File: config.mk
export PLATFORM = sky130hd
export DESIGN_NAME = mgt_data_rx
export DESIGN_NICKNAME = d
export VERILOG_FILES = /design/src/rtl/mgt_link_pkg.sv /design/src/rtl/mgt_sep_decode.sv /design/src/rtl/mgt_data_rx.sv
export SDC_FILE = /design/constraint.sdc
export NUM_CORES = 1
export LEC_CHECK = 0
export BUFFER_PORTS_ARGS = -buffer_cell sky130_fd_sc_hd__buf_2
export CORE_MARGIN = 2
export CORE_UTILIZATION = 60
export CTS_CLUSTER_SIZE = 12
export DETAILED_ROUTE_END_ITERATION = 7
export PLACE_DENSITY = 0.83
export SLEW_MARGIN = 25
export SYNTH_ARGS = -nofsm -noshare
export SYNTH_HDL_FRONTEND = slang
export SYNTH_SLANG_ARGS = --single-unit
File: constraint.sdc
create_clock -name clk_160 -period 3.45 [get_ports clk_160]
set_input_delay 0.69 -clock clk_160 [delete_from_list [all_inputs] [get_ports clk_160]]
set_output_delay 0.69 -clock clk_160 [all_outputs]
set_load 0.005 [all_outputs]
File: src/rtl/mgt_link_pkg.sv
// Shared definitions for the trigger-link receive path: K-codes, frame geometry,
// link state encoding and the decoded-separator record.
package mgt_link_pkg;

  localparam logic [7:0] K_BC = 8'hBC;
  localparam logic [7:0] K_F7 = 8'hF7;
  localparam logic [7:0] K_FB = 8'hFB;
  localparam logic [7:0] K_FD = 8'hFD;
  localparam logic [7:0] K_FC = 8'hFC;
  localparam logic [7:0] K_1C = 8'h1C;
  localparam logic [7:0] K_3C = 8'h3C;

  localparam int FRAME_WORDS = 4;
  localparam logic [1:0] POS_LAST = 2'(FRAME_WORDS - 1);
  localparam int PAYLOAD_W = 56;

  typedef enum logic [1:0] {
    ST_HUNT   = 2'd0,
    ST_CHECK  = 2'd1,
    ST_LOCKED = 2'd2
  } link_state_t;

  typedef struct packed {
    logic       valid;
    logic       is_seq;
    logic [1:0] bxn;
    logic       overflow;
    logic       bc0;
    logic       resync;
  } sep_info_t;

endpackage

File: src/rtl/mgt_sep_decode.sv
// Classifies one received byte plus its K-flag as a frame separator.
// The TTC characters (FC/1C/3C) are only accepted when ALLOW_TTC_CHARS is nonzero.
module mgt_sep_decode
  import mgt_link_pkg::*;
#(
  parameter int ALLOW_TTC_CHARS = 1
) (
  input  logic [7:0] data,
  input  logic       isk,
  output logic       valid,
  output logic       is_seq,
  output logic [1:0] bxn,
  output logic       overflow,
  output logic       bc0,
  output logic       resync
);

  localparam logic TTC_OK = (ALLOW_TTC_CHARS != 0);

  // Separator lookup; anything that is not a K-char or not in the table is invalid
  always_comb begin
    valid    = 1'b0;
    is_seq   = 1'b0;
    bxn      = 2'd0;
    overflow = 1'b0;
    bc0      = 1'b0;
    resync   = 1'b0;
    if (isk) begin
      case (data)
        K_BC: begin valid = 1'b1; is_seq = 1'b1; bxn = 2'd0; end
        K_F7: begin valid = 1'b1; is_seq = 1'b1; bxn = 2'd1; end
        K_FB: begin valid = 1'b1; is_seq = 1'b1; bxn = 2'd2; end
        K_FD: begin valid = 1'b1; is_seq = 1'b1; bxn = 2'd3; end
        K_FC: begin valid = TTC_OK; overflow = TTC_OK; end
        K_1C: begin valid = TTC_OK; bc0 = TTC_OK; end
        K_3C: begin valid = TTC_OK; resync = TTC_OK; end
        default: ;
      endcase
    end
  end

endmodule

File: src/rtl/mgt_data_rx.sv
// Trigger-link frame receiver: aligns to 4-word frames, qualifies a lock,
// and delivers the 56-bit payload with separator flags and BX sequence checks.
module mgt_data_rx
  import mgt_link_pkg::*;
#(
  parameter int LOCK_FRAMES     = 4,
  parameter int UNLOCK_ERRS     = 2,
  parameter int ALLOW_TTC_CHARS = 1
) (
  input  logic                 clk_160,
  input  logic                 reset_n,
  input  logic [15:0]          rx_data,
  input  logic [1:0]           rx_isk,
  input  logic                 err_cnt_clr,
  output logic [PAYLOAD_W-1:0] gem_data,
  output logic                 frame_valid,
  output logic                 overflow_o,
  output logic                 bc0_o,
  output logic                 resync_o,
  output logic [1:0]           bxn_lsbs,
  output logic                 bxn_valid,
  output logic                 locked,
  output logic                 seq_err,
  output logic [15:0]          err_cnt
);

  localparam logic [15:0] LOCK_TGT   = 16'(LOCK_FRAMES - 1);
  localparam logic [15:0] UNLOCK_TGT = 16'(UNLOCK_ERRS - 1);

  link_state_t state_q, state_d;
  logic [1:0]  pos_q, pos_d;
  logic [15:0] good_cnt_q, good_cnt_d;
  logic [15:0] bad_cnt_q, bad_cnt_d;
  logic        frame_bad_q, frame_bad_d;
  logic [7:0]  w0_hi_q;
  logic [15:0] w1_q, w2_q;
  sep_info_t   sep0_q, sep_now;
  logic        prev_seq_q;
  logic [1:0]  prev_bxn_q, bxn_next;
  logic        pos0_ok, data_ok, word_bad;
  logic        load_w0, emit, count_err, seq_break;

  mgt_sep_decode #(.ALLOW_TTC_CHARS(ALLOW_TTC_CHARS)) u_sep (
    .data     (rx_data[7:0]),
    .isk      (rx_isk[0]),
    .valid    (sep_now.valid),
    .is_seq   (sep_now.is_seq),
    .bxn      (sep_now.bxn),
    .overflow (sep_now.overflow),
    .bc0      (sep_now.bc0),
    .resync   (sep_now.resync)
  );

  assign pos0_ok   = (rx_isk == 2'b01) && sep_now.valid;
  assign data_ok   = (rx_isk == 2'b00);
  assign word_bad  = (pos_q == 2'd0) ? !pos0_ok : !data_ok;
  assign bxn_next  = prev_bxn_q + 2'd1;
  assign seq_break = sep0_q.is_seq && prev_seq_q && (sep0_q.bxn != bxn_next);
  assign locked    = (state_q == ST_LOCKED);

  // Link FSM next-state: alignment hunt, lock qualification, and loss-of-lock tracking
  always_comb begin
    state_d     = state_q;
    pos_d       = pos_q + 2'd1;
    good_cnt_d  = good_cnt_q;
    bad_cnt_d   = bad_cnt_q;
    frame_bad_d = (pos_q == 2'd0) ? word_bad : (frame_bad_q | word_bad);
    load_w0     = 1'b0;
    emit        = 1'b0;
    count_err   = 1'b0;
    case (state_q)
      ST_HUNT: begin
        pos_d       = 2'd0;
        good_cnt_d  = 16'd0;
        bad_cnt_d   = 16'd0;
        frame_bad_d = 1'b0;
        if (pos0_ok) begin
          state_d = ST_CHECK;
          pos_d   = 2'd1;
          load_w0 = 1'b1;
        end
      end
      ST_CHECK: begin
        load_w0 = (pos_q == 2'd0);
        if (word_bad) begin
          state_d    = ST_HUNT;
          pos_d      = 2'd0;
          good_cnt_d = 16'd0;
        end else if (pos_q == POS_LAST) begin
          if (good_cnt_q == LOCK_TGT) begin
            state_d    = ST_LOCKED;
            good_cnt_d = 16'd0;
            bad_cnt_d  = 16'd0;
            emit       = 1'b1;
          end else begin
            good_cnt_d = good_cnt_q + 16'd1;
          end
        end
      end
      ST_LOCKED: begin
        load_w0 = (pos_q == 2'd0);
        if (pos_q == POS_LAST) begin
          if (frame_bad_d) begin
            count_err = 1'b1;
            if (bad_cnt_q == UNLOCK_TGT) begin
              state_d   = ST_HUNT;
              pos_d     = 2'd0;
              bad_cnt_d = 16'd0;
            end else begin
              bad_cnt_d = bad_cnt_q + 16'd1;
            end
          end else begin
            bad_cnt_d = 16'd0;
            emit      = 1'b1;
          end
        end
      end
      default: begin
        state_d = ST_HUNT;
        pos_d   = 2'd0;
      end
    endcase
  end

  // State register plus the partial-frame capture and previous-BX history
  always_ff @(posedge clk_160) begin
    if (!reset_n) begin
      state_q     <= ST_HUNT;
      pos_q       <= 2'd0;
      good_cnt_q  <= 16'd0;
      bad_cnt_q   <= 16'd0;
      frame_bad_q <= 1'b0;
      w0_hi_q     <= 8'd0;
      w1_q        <= 16'd0;
      w2_q        <= 16'd0;
      sep0_q      <= '0;
      prev_seq_q  <= 1'b0;
      prev_bxn_q  <= 2'd0;
    end else begin
      state_q     <= state_d;
      pos_q       <= pos_d;
      good_cnt_q  <= good_cnt_d;
      bad_cnt_q   <= bad_cnt_d;
      frame_bad_q <= frame_bad_d;
      if (load_w0) begin
        w0_hi_q <= rx_data[15:8];
        sep0_q  <= sep_now;
      end
      if (state_q != ST_HUNT && pos_q == 2'd1) w1_q <= rx_data;
      if (state_q != ST_HUNT && pos_q == 2'd2) w2_q <= rx_data;
      if (emit) begin
        prev_seq_q <= sep0_q.is_seq;
        if (sep0_q.is_seq) prev_bxn_q <= sep0_q.bxn;
      end else if (state_q != ST_LOCKED) begin
        prev_seq_q <= 1'b0;
      end
    end
  end

  // Frame outputs: payload and BX hold between frames, flags pulse only with frame_valid
  always_ff @(posedge clk_160) begin
    if (!reset_n) begin
      frame_valid <= 1'b0;
      gem_data    <= '0;
      overflow_o  <= 1'b0;
      bc0_o       <= 1'b0;
      resync_o    <= 1'b0;
      bxn_lsbs    <= 2'd0;
      bxn_valid   <= 1'b0;
      seq_err     <= 1'b0;
    end else begin
      frame_valid <= emit;
      overflow_o  <= emit & sep0_q.overflow;
      bc0_o       <= emit & sep0_q.bc0;
      resync_o    <= emit & sep0_q.resync;
      seq_err     <= emit & seq_break;
      if (emit) begin
        gem_data  <= {rx_data, w2_q, w1_q, w0_hi_q};
        bxn_valid <= sep0_q.is_seq;
        if (sep0_q.is_seq) bxn_lsbs <= sep0_q.bxn;
      end
    end
  end

  // Saturating bad-frame counter; a clear request beats a coincident increment
  always_ff @(posedge clk_160) begin
    if (!reset_n) begin
      err_cnt <= 16'd0;
    end else if (err_cnt_clr) begin
      err_cnt <= 16'd0;
    end else if (count_err && (err_cnt != 16'hFFFF)) begin
      err_cnt <= err_cnt + 16'd1;
    end
  end

endmodule
==> reports/metrics.yaml, run 1 <==
status: "complete, no violations"
syn_avg_cell_area_um2: 8.154
hpwl_um: 10840
slew_violations: 0
cts_resized: 0
grt_max_degree: 75
startpoint: "rx_data[6]"
area_growth_pct: 16.39
grt_usage_pct: 26.66
cap_violations: 0
antenna_found_initial: 0
ys.flop_type: "dfxtp_1"
rsz0062_at_grt: "no"
worst_pin_slew_ns: 0.7391
holdBufCountCts: 0
clock-root-buffer: "clkbuf_16"
fin_area_mm2: 0.008058
dpl_cell_area_mm2: 0.007441
synth_area_mm2: 0.006923
grt_pass1_wl_um: 27140
fill_cells: 880
syn-num-nets: 882
criticalPathCategory: "in2reg"
synth-edff-count: 0
htreeDepth: 4
cts_buffer_depth: 2
gr-total-overflow: 0
first_global_vias: 5602
hp-start: "gem_data[26]$_SDFFE_PN0N_"
synth_warnings: 0
worstReg2RegStart: "pos_q[0]$_SDFF_PN0_"
gp_congestion: 0.8335
clock_latency_ns: 0.43
initial_core_util_pct: 61.15
cts_buffers: 17
cp.arrival_ns: 2.80
dieArea_mm2: 0.01241
max_freq_mhz: 394.8
nets: 956
wl_um: 16580
yosysUniqueCellTypes: 55
clk_pin_slew_ns: 0.06
min_path_type: "reg2reg"
timing.final.hold_violations: 0
drc_errors: 0
port_buffers: 101
syn-instance-count: 849
cp.required_ns: 3.72
viasPerCell: 5.818
fp.dieW_um: 111.4
ys_seq_area_share_pct: 47.42
start_kind: "input port"
setup_viol_count_final: 0
worstSetupEndpointType: "flop"
vdd_drop_max_mv: 0.4396
relSlewSlack_pct: 50.73
cts_tree: "yes"
cts_sinks: 164
fin_worst_skew_ns: 0.006227
coreArea_mm2: 0.01132
period_needed_ns: 2.533
worst-path-max-fanout: 15
pin_count: 102
drive_gt1_share_pct: 15.99
ant_nets: 0
post_cts.repair.setup_buffers: 0
n_antenna_cell: 0
finalSetupTns_ns: 0
timing.final.crit_share_pct: 73.41
synth-seq-cells: 164
first_pass_iters: 5
avgRoutedWirePerCell_um: 15.42
synthArstFlopShare_pct: 0
powerDensity_mw_per_mm2: 493.1
p_leak_nw: 3.061
rows: 39
drt_iter0_drc: 518
die_y_um: 111.4
route.vias.total: 6254
-- layout make-up --
| type | instances | area (um2) | area share (%) |
|---|---|---|---|
| clock buffer | 19 | 432.9 | 5.373 |
| tap | 143 | 178.9 | 2.221 |
| inverter | 13 | 48.80 | 0.6056 |
| sequential | 164 | 3283 | 40.75 |
| multi-input combinational | 619 | 3362 | 41.72 |
| clock inverter | 9 | 181.4 | 2.252 |
| timing repair buffer | 108 | 570.5 | 7.081 |
-- cell families after synthesis --
logic type / share of synthesized area, %
AND/OR/NAND/NOR: 25.48
AO/OA/AOI/OAI: 15.71
flip-flops: 47.42
buffers and inverters: 4.301
XOR/XNOR: 4.048
adder cells (fa/ha/maj): 2.169
multiplexers: 0.8676
-- final timing paths --
kind	end	slack, ns	cells past startpoint
worst max-delay path	bad_cnt_q[3]$_SDFFE_PN0P_	0.92	7
worst min-delay path	gem_data[26]$_SDFFE_PN0N_	0.45	2
worst max register to register	bad_cnt_q[3]$_SDFFE_PN0P_	0.92	8
worst min register to register	gem_data[26]$_SDFFE_PN0N_	0.45	2
-- critical path: stages --
cell and delay, ns:
buf_2 0.15, or2_2 0.35, a221o_1 0.37, nor2_2 0.24, nor2_1 0.14, o311ai_4 0.67
a31oi_1 0.19
-- layer usage --
metal	vias to the layer above	global-route usage (%)	wire (um)
met4	0	10.21	353
met2	225	40.49	7493
li1	3063	-	-
met5	-	0	0
met1	2932	37.05	7504
met3	34	6.532	1225
-- power breakdown --
part           internal (mW)  switching (mW)  leakage, nW
registers               1.89        0.000247         1.32
logic                 0.0199          0.0668         1.45
clock network           1.27           0.724        0.287
-- cells in the mapped netlist, types with 5 or more instances --
| cell | instances | area [um2] |
|---|---|---|
| or3_1 | 5 | 31.28 |
| ha_1 | 12 | 150.1 |
| a41oi_1 | 5 | 43.79 |
| clkbuf_1 | 26 | 97.59 |
| a21oi_1 | 95 | 475.5 |
| mux2i_1 | 6 | 60.06 |
| nand4_1 | 12 | 75.07 |
| nand2b_1 | 9 | 56.30 |
| o21ai_0 | 33 | 165.2 |
| nand2_1 | 208 | 780.8 |
| a31oi_1 | 17 | 106.4 |
| nand3_1 | 42 | 210.2 |
| inv_1 | 12 | 45.04 |
| nor4_1 | 7 | 43.79 |
| dfxtp_1 | 164 | 3283 |
| o21ai_1 | 7 | 35.03 |
| nor3_1 | 11 | 55.05 |
| and4_1 | 5 | 43.79 |
| nor2_1 | 47 | 176.4 |
| xor2_1 | 30 | 262.8 |
| buf_2 | 19 | 95.09 |
| and2_1 | 6 | 37.54 |
| and3_1 | 19 | 118.9 |
-- stage by stage --
stage / util [%] / hold WS [ns] / power [mW] / setup slack [ns] / cells
2_1_floorplan: - / 0.4129 / 1.985 / 0.9820 / 849
5_1_grt: 71.18 / 0.4698 / 4.083 / 0.7419 / 1075
6_report: 71.18 / 0.4500 / 3.973 / 0.9173 / 1075
3_5_place_dp: 65.73 / 0.4430 / 2.021 / 0.5341 / 1047
4_1_cts: 71.15 / 0.4509 / 3.989 / 0.9612 / 1075
3_3_place_gp: 65.73 / 0.4386 / 2.020 / 0.6106 / 1047
-- layout by cell type, fill, tap and decap left out, types with 19 or more instances in the layout --
cell type / Yosys / final
nor2_1: 47 / 47
o21ai_0: 33 / 33
dfxtp_1: 164 / 164
nand2_1: 208 / 208
a21oi_1: 95 / 95
and3_1: 19 / 19
nand3_1: 42 / 42
xor2_1: 30 / 30
buf_2: 19 / 101
-- flip-flops by register name, summed over array words and instances (netlist names), 2 cells and up --
signal,cells
w0_hi_q,8
bad_cnt_q,16
bxn_lsbs,2
pos_q,2
err_cnt,16
sep0_q,6
w2_q,16
w1_q,16
state_q,2
good_cnt_q,16
gem_data,56
No activity file was read; power rests on OpenSTA's default activity.
==> inputs of run 2 (changes only) <==
Settings changed: CORE_UTILIZATION 60 to 51, PLACE_DENSITY 0.83 to 0.75.
Clock period 3.45 ns to 2 ns, I/O delays scaled along.
==> reports/metrics.yaml, run 2 (same netlist as run 1, synthesis figures left out) <==
status: "finished with violations"
violations: "negative setup slack"
timing.final.hold_violations: 0
vdd_drop_max_mv: 0.5701
rsz0062_at_grt: "yes"
area_growth_pct: 35.04
worst-path-max-fanout: 4
swShare_pct: 21.10
timing.final.crit_share_pct: 104.9
regToRegSetupSlack_ns: -0.1
start_kind: "flop"
p_comb_share_pct: 2.9
worst_pin_slew_ns: 0.6051
initial_core_util_pct: 52.28
cpPeakStageDelay_ns: 0.39
n_antenna_cell: 0
wl_um: 19570
hold_path_end: "gem_data[44]$_SDFFE_PN0N_"
slowest_stage: "a221o_2"
period_needed_ns: 2.097
drt_iter0_drc: 644
layout_commonest_cell: "nand2_1"
drc_errors: 0
route.vias.total: 6716
largest_reg_flops: 56
cp.required_ns: 2.32
clock_latency_ns: 0.43
first_pass_iters: 5
clock-root-buffer: "clkbuf_16"
powerDensity_mw_per_mm2: 738.7
cts_buffer_depth: 2
regMostFlops: "gem_data"
ant_nets: 0
timing.rr.end: "good_cnt_q[14]$_SDFFE_PN0P_"
r2r_cells: 9
cp.arrival_ns: 2.42
die_y_um: 120.5
hpwl_um: 12080
rows: 42
worstSetupEndpointType: "flop"
layout_common_cells: "nand2_1, dfxtp_1, buf_2, a21oi_1, buf_4"
first_global_vias: 6129
gp_congestion: 0.8643
pin_count: 102
cts_tree: "yes"
slew_violations: 0
p_int_mw: 5.449
viasPerCell: 5.573
grt_pass1_wl_um: 30150
grt_usage_pct: 25.98
layout_setup_ws_ns: -0.09732
crit_chain: "inv_2, ha_4, nand4b_1, a221o_2, buf_6, o211a_4, o211ai_1, xor2_1, nor2_2"
port_buffers: 101
post-route-util_pct: 70.60
criticalPathCategory: "reg2reg"
path_delay_family: "compound AO/OA/AOI/OAI gates"
pwr-share-seq_pct: 47.3
max_freq_mhz: 476.8
drive_gt1_share_pct: 29.83
relSlewSlack_pct: 59.66
coreArea_mm2: 0.01324
fin_worst_skew_ns: 0.01370
htreeDepth: 4
antenna_found_initial: 0
fill_cells: 1018
holdWs_ns: 0.2609
grt_max_degree: 88
avgRoutedWirePerCell_um: 16.24
crit_buf_inv: 2
nets: 1050
cts_buffers: 17
hp-start: "rx_data[4]"
p_sw_mw: 1.457
worst_hold_path.num_cells: 3
min_path_type: "in2reg"
p_leak_nw: 3.648
gr-total-overflow: 0
clk_pin_slew_ns: 0.06
cts_sinks: 164
fp.dieW_um: 120.5
cap_violations: 0
dieArea_mm2: 0.01452
clock_power_share_pct: 49.8
worstReg2RegStart: "pos_q[1]$_SDFF_PN0_"
setup_viol_count_final: 88
-- run 2: changes by cell type in the layout (fill, tap and decap cells not counted), moves of 7 or more --
cell,before,now
nor2_2,1,8
xor2_2,0,7
nor2_1,47,31
o21ai_0,33,13
o21ai_1,7,20
buf_12,1,9
buf_4,6,83
xor2_1,30,23
nor2_4,0,9
-- run 2: stage by stage --
step	power [mW]	TNS, ns	instances	worst slack, ns	instance area [um2]
global route	7.092	-11.13	1205	-0.1927	9349
CTS	6.928	-0.01184	1196	-0.006886	8917
finish	6.906	-3.901	1205	-0.09732	9349
global placement	3.523	-19.17	1160	-0.2370	8180
detailed placement	3.523	-22.62	1160	-0.2887	8180
floorplan	3.426	-9.950	849	-0.1312	6979
-- run 2: what timing repair did --
item                       in CTS  in global routing
gates cloned                    2                  2
setup endpoints to repair      99                106
gates resized for setup        23                 82
hold buffers                    0                  0
buffers inserted                3                  7
pin swaps                       3                 31
-- run 2: worst max-delay path by stage --
stage / endpoint / start / slack [ns] / depth (start not counted)
after global placement: gem_data[3]$_SDFFE_PN0N_ / rx_data[6] / -0.24 / 9
after floorplan: bxn_valid$_SDFFE_PN0N_ / rx_data[1] / -0.13 / 9
after CTS: gem_data[47]$_SDFFE_PN0N_ / pos_q[1]$_SDFF_PN0_ / -0.007 / 9
after detailed placement: gem_data[3]$_SDFFE_PN0N_ / rx_data[6] / -0.29 / 9
final: good_cnt_q[14]$_SDFFE_PN0P_ / pos_q[1]$_SDFF_PN0_ / -0.1 / 9
after global routing: good_cnt_q[14]$_SDFFE_PN0P_ / pos_q[1]$_SDFF_PN0_ / -0.19 / 9
-- run 2: per-layer routing --
layer / track usage (%) / wire [um] / share of wire, % / vias to the layer above
met5: 0 / 0 / 0 / -
met4: 7.631 / 348 / 1.8 / 0
li1: - / - / - / 3258
met3: 5.660 / 1155 / 5.9 / 38
met2: 40.18 / 9117 / 47 / 212
met1: 36.49 / 8950 / 46 / 3208
-- run 2: worst register-to-register path, cell delays in order (launching register included) --
cell      delay, ns
dfxtp_2        0.33
inv_2          0.08
ha_4           0.14
nand4b_1       0.11
a221o_2        0.39
buf_6          0.15
o211a_4        0.25
o211ai_1       0.22
xor2_1         0.25
nor2_2         0.06
-- run 2: final cells by class --
type	instances	area, um2	area share (%)
Clock buffer	18	439.2	4.698
Clock inverter	13	181.4	1.941
Inverter	13	48.80	0.5219
Multi-Input combinational cell	620	3756	40.18
Sequential cell	164	3287	35.16
Tap cell	176	220.2	2.355
Timing Repair Buffer	201	1416	15.15
-- run 2: power groups by stage --
stage | Sequential [mW] | Combinational (mW) | Clock (mW)
2_1_floorplan | 3.34 | 0.0862 | 0
3_5_place_dp | 3.34 | 0.183 | 0
6_report | 3.27 | 0.198 | 3.44
3_3_place_gp | 3.34 | 0.183 | 0
5_1_grt | 3.27 | 0.210 | 3.62
4_1_cts | 3.27 | 0.187 | 3.47
==> inputs of run 3 (changes only) <==
Settings changed: CORE_UTILIZATION 51 to 57, PLACE_DENSITY 0.75 to 0.8, SETUP_SLACK_MARGIN set to 0.2.
Clock period 2 ns to 2.1 ns, I/O delays scaled along.
==> reports/metrics.yaml, run 3 (same netlist as run 1, synthesis figures left out) <==
layout_commonest_cell: "nand2_1"
coreArea_mm2: 0.01191
htreeDepth: 4
start_kind: "flop"
seqCellArea_mm2: 0.003291
route.vias.total: 6841
multiInputGateArea_mm2: 0.003754
pin_count: 102
drive_gt1_share_pct: 29.40
cp.arrival_ns: 2.49
grt_max_degree: 46
nets: 1037
ant_nets: 0
worst_pin_slew_ns: 0.6879
timing.final.hold_violations: 0
wl_um: 20020
cts_sinks: 164
initial_core_util_pct: 58.12
regMostFlops: "gem_data"
drc_errors: 0
first_global_vias: 5880
cts_tree: "yes"
layout_common_cells: "nand2_1, dfxtp_1, buf_2, a21oi_1, buf_4"
hpwl_um: 11810
powerDensity_mw_per_mm2: 675.8
holdWs_ns: 0.2897
clk_pin_slew_ns: 0.06
min_path_type: "in2reg"
avgRoutedWirePerCell_um: 17.19
first_pass_iters: 5
gr-total-overflow: 0
post-route-util_pct: 77.21
area_growth_pct: 32.84
vdd_drop_max_mv: 0.5700
dieArea_mm2: 0.01304
viasPerCell: 5.872
clock-root-buffer: "clkbuf_16"
worstSetupEndpointType: "flop"
relSlewSlack_pct: 54.14
violations: "negative setup slack"
period_needed_ns: 2.142
rows: 40
cp.required_ns: 2.44
layout_setup_ws_ns: -0.04217
gp_congestion: 0.8705
clock_latency_ns: 0.43
rsz0062_at_grt: "yes"
p_leak_nw: 3.552
fp.dieW_um: 114.2
port_buffers: 101
status: "finished with violations"
die_y_um: 114.2
cap_violations: 0
largest_reg_flops: 56
finalPower_mw: 6.214
worst-path-max-fanout: 4
fill_cells: 777
drt_iter0_drc: 654
grt_usage_pct: 27.54
timing.final.crit_share_pct: 102.0
slew_violations: 0
grt_pass1_wl_um: 28590
fin_worst_skew_ns: 0.006710
cts_buffer_depth: 2
criticalPathCategory: "reg2reg"
cts_buffers: 17
max_freq_mhz: 466.8
setup_viol_count_final: 5
antenna_found_initial: 1
## run 3: cell types whose count changed in the layout (fill, tap and decap cells not counted), moves of 4 or more
cell / delta
buf_4: -15
nand3_1: -6
nor2_1: +6
clkbuf_1: +5
nand3_2: +5
clkinvlp_4: +4
nand2_1: -4
nand2_2: +4
nor2_4: -4
o21ai_2: +4
xor2_1: +4
xor2_2: -4
## run 3: worst paths after layout
path,depth (start not counted),startpoint,to,slack [ns]
worst max-delay path,9,pos_q[1]$_SDFF_PN0_,pos_q[0]$_SDFF_PN0_,-0.04
worst min-delay path,3,rx_data[0],gem_data[40]$_SDFFE_PN0N_,0.29
worst max register to register,9,pos_q[1]$_SDFF_PN0_,pos_q[0]$_SDFF_PN0_,-0.04
worst min register to register,2,w2_q[4]$_SDFFE_PN0P_,gem_data[28]$_SDFFE_PN0N_,0.45
## run 3: routing by layer
metal	part of all wire [%]	track usage (%)	wire length, um
met2	48	43.89	9662
met3	7.7	7.411	1551
met1	41	35.96	8187
met4	3.1	10.33	622
met5	0	0	0
## run 3: final cells by class
class / count / share of cell area (%)
clock inverter: 8 / 0.8435
inverter: 13 / 0.5578
clock buffer: 24 / 5.129
timing repair buffer: 189 / 14.84
tap: 147 / 2.000
multi-input combinational: 619 / 40.82
sequential: 164 / 35.78
antenna: 1 / 0.02721
## run 3: where the power goes
part / leakage (nW) / switching (mW) / total [mW] / internal (mW)
sequential: 1.32 / 0.000493 / 3.11 / 3.11
clock: 0.252 / 1.23 / 2.91 / 1.69
combinational: 1.98 / 0.129 / 0.191 / 0.0618
## run 3: metrics by stage
stage               std cells  setup WS (ns)   TNS, ns  area [um2]
floorplan                 849       -0.05119    -2.875        6979
global placement         1117        -0.1930    -12.28        8039
detailed placement       1117        -0.2761    -16.52        8039
CTS                      1154        0.08981         0        8742
global route             1165        -0.1397    -5.645        9196
finish                   1165       -0.04217  -0.09102        9196
## run 3: worst max-delay path, cell delays in order (launching register included)
cell and delay (ns):
dfxtp_2 0.33, inv_2 0.08, ha_4 0.14, nand4b_1 0.13
a221o_1 0.39, nor2_4 0.19, buf_4 0.14, o21ai_0 0.16
and3_1 0.28, a211oi_2 0.22
## run 3: what timing repair did
| item | 4_1_cts | 5_1_grt |
|---|---|---|
| hold buffers | 0 | 0 |
| gates resized for setup | 33 | 83 |
| gates cloned | 1 | 2 |
| pin swaps | 15 | 26 |
| setup endpoints to repair | 129 | 131 |
| buffers inserted | 4 | 8 |
